## src/rtl/irq_pending_arbiter.sv

```systemverilog
// rtl/irq_pending_arbiter.sv - sticky rising-edge request capture with masked highest-index valid/ack presentation
//
// Optional feature macro: IRQ_REQ_SYNC_EN
//   When defined, req_in passes through a 2-flop synchronizer before edge detection.

module irq_pending_arbiter #(
  parameter int N     = 8,
  parameter int IDX_W = 3
) (
  input  logic             clk,
  input  logic             rst,
  input  logic [N-1:0]     req_in,
  input  logic [N-1:0]     mask,
  output logic             irq_valid,
  output logic [IDX_W-1:0] irq_idx,
  input  logic             irq_ack,
  output logic [N-1:0]     pending
);

  typedef enum logic {
    IDLE    = 1'b0,
    PRESENT = 1'b1
  } state_t;

  localparam logic [N-1:0] ONE_HOT0 = {{(N-1){1'b0}}, 1'b1};

  state_t           state;
  state_t           state_nxt;
  logic [N-1:0]     req_src;
  logic [N-1:0]     req_q;
  logic [N-1:0]     req_edge;
  logic [N-1:0]     clr;
  logic [N-1:0]     cand;
  logic [IDX_W-1:0] sel;
  logic             load_idx;
  logic             take;

`ifdef IRQ_REQ_SYNC_EN
  logic [N-1:0] sync_1;
  logic [N-1:0] sync_2;

  // Two-flop synchronizer; resets to ones so lines held high through reset do not look like fresh edges.
  always_ff @(posedge clk or posedge rst) begin
    if (rst) begin
      sync_1 <= '1;
      sync_2 <= '1;
    end else begin
      sync_1 <= req_in;
      sync_2 <= sync_1;
    end
  end

  assign req_src = sync_2;
`else
  assign req_src = req_in;
`endif

  // A line counts only on its 0->1 transition relative to the previous cycle.
  assign req_edge = req_src & ~req_q;

  // Only an ack while presenting retires anything; a stray ack in IDLE is ignored.
  assign take = (state == PRESENT) && irq_ack;
  assign clr  = take ? (ONE_HOT0 << irq_idx) : '0;

  // Masked lines still accumulate pending bits; the mask only gates presentation.
  assign cand = pending & mask;

  // Edge history and sticky pending bits; a same-cycle set beats the ack clear.
  always_ff @(posedge clk or posedge rst) begin
    if (rst) begin
      req_q   <= '1;
      pending <= '0;
    end else begin
      req_q   <= req_src;
      pending <= (pending & ~clr) | req_edge;
    end
  end

  // Priority encode: higher index wins, so later iterations overwrite lower ones.
  always_comb begin
    sel = '0;
    for (int i = 0; i < N; i++) begin
      if (cand[i]) begin
        sel = IDX_W'(i);
      end
    end
  end

  // FSM state register.
  always_ff @(posedge clk or posedge rst) begin
    if (rst) begin
      state <= IDLE;
    end else begin
      state <= state_nxt;
    end
  end

  // Next state: latch a winner in IDLE, then hold it frozen until the consumer acks.
  always_comb begin
    state_nxt = state;
    load_idx  = 1'b0;
    case (state)
      IDLE: begin
        if (cand != '0) begin
          load_idx  = 1'b1;
          state_nxt = PRESENT;
        end
      end
      PRESENT: begin
        if (irq_ack) begin
          state_nxt = IDLE;
        end
      end
      default: begin
        state_nxt = IDLE;
      end
    endcase
  end

  // Presented index is captured once on entry to PRESENT so mask changes and new edges cannot pre-empt it.
  always_ff @(posedge clk or posedge rst) begin
    if (rst) begin
      irq_idx <= '0;
    end else if (load_idx) begin
      irq_idx <= sel;
    end
  end

  assign irq_valid = (state == PRESENT);

endmodule
```

## config.mk

```make
export PLATFORM = sky130hd
export DESIGN_NAME = irq_pending_arbiter
export DESIGN_NICKNAME = d
export VERILOG_FILES = /design/src/rtl/irq_pending_arbiter.sv
export SDC_FILE = /design/constraint.sdc
export NUM_CORES = 1
export LEC_CHECK = 0
export CAP_MARGIN = 10
export CORE_MARGIN = 2
export CORE_UTILIZATION = 35
export CTS_BUF_LIST = sky130_fd_sc_hd__clkbuf_8
export DETAILED_ROUTE_END_ITERATION = 16
export GPL_TIMING_DRIVEN = 0
export PLACE_DENSITY_LB_ADDON = 0.12
export SETUP_SLACK_MARGIN = 0.05
export SYNTH_ARGS = -nofsm -noshare
export SYNTH_HDL_FRONTEND = slang
export SYNTH_SLANG_ARGS = --single-unit
```

## constraint.sdc

```tcl
create_clock -name clk -period 1.25 [get_ports clk]
set_input_delay 0.25 -clock clk [delete_from_list [all_inputs] [get_ports clk]]
set_output_delay 0.25 -clock clk [all_outputs]
set_load 0.02 [all_outputs]
```

==> metrics.md <==
| Metric | Value |
|---|---|
| Result of the run | finished with violations |
| Violations in the final reports | negative setup slack |
| Shortest clock period the worst path allows after layout | 1.391 ns |
| Startpoint type of the worst setup path | register |
| Synthesized instance count | 72 |
| XOR/XNOR Fraction of Synth Area | 0 |
| WS Path Type | reg2reg |
| Latest clock arrival within the worst-skew pair | 0.25 ns |
| Footprint of the multi-input gates | 289.0 µm² |
| Seq/Total Area, Yosys | 0.6395 |
| Final setup slack of the worst path | -0.1411 ns |
| Detail Placement HPWL | 1278 µm |
| Compound-Gate Fraction of Synth Area | 0.1912 |
| PortBufs | 30 |
| Largest net degree at the start of global routing | 21 |
| Achievable clock frequency | 718.9 MHz |
| Worst relative slew slack | 0.5146 |
| Number of unique standard cell types used by synthesis | 18 |
| Number of DRC violations after detailed routing | 0 |
| Netlist area before placement | 798.3 µm² |
| PD cells | 1965 nW/µm² |
| Total global routing track utilization | 0.1382 |
| Starting density of the core | 0.3644 |
| Floorplan row count | 17 |
| Number of max-slew violations in the final report | 0 |
| Die width | 51.76 µm |
| Avg WL per Cell | 12.54 µm |
| Relative area change from synthesis to final layout | 56.90% |
| Worst-Margin Slew | 0.7273 ns |
| Arithmetic-cell share of the synthesized area counting full adders, half adders and majority gates | 0 |
| Part of the cycle the worst path needs | 1.113 |
| Post-Layout Cell Count | 140 |
| Peak fanout along the critical path | 3 |
| Post-layout util | 0.5717 |
| Synth area leader | dfrtp_1 |
| Number of fillers in the final layout | 211 |
| Flop and latch count out of synthesis | 20 |
| Num ports | 31 |
| Number of antenna violations at the first check in global routing | 0 |
| IR drop worst, VDD | 0.9629 mV |
| Avg Inst Size Synth | 11.09 µm² |
| Setup violation total in the final timing report | 4 |
| Final GP Congestion | 0.7803 |
| Final antenna-violating net count | 0 |
| Clk_skew | 0.0003354 ns |
| Die outline area | 2679 µm² |
| CTS Buf Count | 3 |
| Number of warnings reported in the yosys synthesis log | 0 |
| DRC violation total after the first TritonRoute iteration | 3 |
| Number of buffers between clock root and the deepest sink | 2 |
| Overall die height | 51.76 µm |
| Top cell type's share of synthesized area | 0.3762 |
| Leakage power of the design | 0.5430 nW |
| DR vias | 677 |
| Clock Sinks | 20 |
| Main combinational cell family by area after synthesis | compound AO/OA/AOI/OAI gates |
| Top post-synthesis cells by area | dfrtp_1, dfstp_2, o21ai_0 |
| Hold WC Path Type | in2async |
| Number of antenna diodes | 0 |
| Sequential cell area in the final layout | 515.5 µm² |
| Vias per cell | 4.836 |
| Critical path arrival | 1.53 ns |
| First-pass GRT wire length | 2670 µm |
| Unrepaired setup endpoints after global routing | true |
| Number of hold violations in the final report | 0 |
| Multiplexer fraction of the synthesized cell area | 0.02821 |
| Clock Pin Slew Worst Setup and Hold Paths | 0.07 ns |
| Sort of element at the end of the critical path | register |
| Grt total ovfl | 0 |
| Core outline area | 2191 µm² |
| Proportion of layout cells with a drive suffix above 1 | 0.3929 |
| CTS Hold Bufs | 0 |
| Simple logic cell fraction of the synthesized area | 0.09404 |
| Max-cap violations | 0 |
| Synthesized Nets | 91 |
| Required time at the worst-slack endpoint | 1.39 ns |
| Detailed Routing Iterations Pass 1 | 2 |
| Cell Count Post-Placement | 130 |
| Library cell used as clock root buffer | clkbuf_8 |
| Maximum level of the CTS H-tree | 1 |
| CTS tree | built |
| Via count of the first global-routing pass | 633 |
| Sum of routed wire length over all layers | 1755 µm |
| Nets | 132 |
## cells in the mapped netlist
master / count
o21ai_0: 16
dfrtp_1: 12
inv_1: 10
dfstp_2: 8
nand2_1: 8
mux2_1: 2
nand2b_1: 2
nand3_1: 2
o211ai_1: 2
o31ai_1: 2
a21o_2: 1
a21oi_2: 1
a22o_1: 1
a22oi_1: 1
a32oi_1: 1
and3_1: 1
and3b_1: 1
nand3b_1: 1
## cells by family (layout without fill, tap and decap cells)
logic type             Yosys count  after routing
flip-flops                      20             20
AO/OA/AOI/OAI                   25             25
AND/OR/NAND/NOR                 15             15
multiplexers                     2              2
buffers and inverters           10             50
## report_power, final
part	total, mW	internal (mW)	switching, mW
Combinational	0.970	0.495	0.475
Sequential	1.01	0.820	0.189
Clock	0.482	0.280	0.202
Total	2.46	1.60	0.866
## metal layers
layer / routed length, µm / vias to the layer above / share of wire / track usage
met5: 0 / - / 0 / 0
met4: 10 / 0 / 0.0057 / 0.07895
met3: 68 / 2 / 0.039 / 0.02874
met2: 930 / 13 / 0.53 / 0.2372
met1: 745 / 333 / 0.42 / 0.1587
li1: - / 329 / - / -
## critical path: stages, from the launching register on
cell     delay [ns]
dfrtp_2        0.42
a22o_1         0.21
and3b_2        0.27
a21oi_4        0.08
mux2_4         0.29
## final timing paths
check                           startpoint          to  slack, ns  cells after the start
worst min register to register    req_q[7]  pending[7]       0.51                      1
worst max register to register  pending[5]  irq_idx[0]      -0.14                      4
worst max-delay path            pending[5]  irq_idx[0]      -0.14                      4
max in group asynchronous              rst   irq_valid       0.33                      2
worst min-delay path                   rst  pending[6]       0.42                      2
min in group clk                 req_in[1]    req_q[1]       0.42                      1
## what timing repair did
action,4_1_cts,5_1_grt
gates cloned,0,0
setup endpoints to repair,15,14
pin swaps,5,2
gates resized for setup,52,18
buffers inserted,4,2
## state kept, by name (all words and copies together) (netlist names)
name / cells
pending: 8
req_q: 8
irq_idx: 3
irq_valid: 1
## cells in the final DEF, fill, tap and decap left out, drive strengths merged
cell type and instances:
a22o 1, clkdlybuf4s15 2, nand3b 1, nand2b 2
clkbuf 4, and3 1, o21ai 16, inv 10
mux2 2, a21oi 1, a22oi 1, nand2 8
a32oi 1, o31ai 2, dlygate4sd2 3, buf 16
dfstp 8, and3b 1, clkdlybuf4s50 15, nand3 2
o211ai 2, a21o 1, dfrtp 12
## metrics by stage
step | hold WS (ns) | area, µm² | total power, mW | TNS [ns] | worst slack (ns)
final | 0.4198 | 1252 | 2.461 | -0.4181 | -0.1411
after global routing | 0.4203 | 1252 | 2.608 | -0.5736 | -0.1745
after CTS | 0.4141 | 1225 | 2.387 | -0.4857 | -0.1592
after detailed placement | 0.5005 | 1136 | 1.858 | -2.575 | -0.5174
after global placement | 0.4907 | 1136 | 1.843 | -2.446 | -0.4954
after floorplan | 0.2078 | 800.8 | 1.410 | -0.3091 | -0.1461
## final cells by class
| cell class | instances | area share |
|---|---|---|
| clock buffer | 4 | 0.04396 |
| multi-input combinational | 42 | 0.2308 |
| tap | 28 | 0.02797 |
| timing repair buffer | 36 | 0.2557 |
| sequential | 20 | 0.4116 |
| inverter | 10 | 0.02997 |
Power figures use the tool's default switching activity.
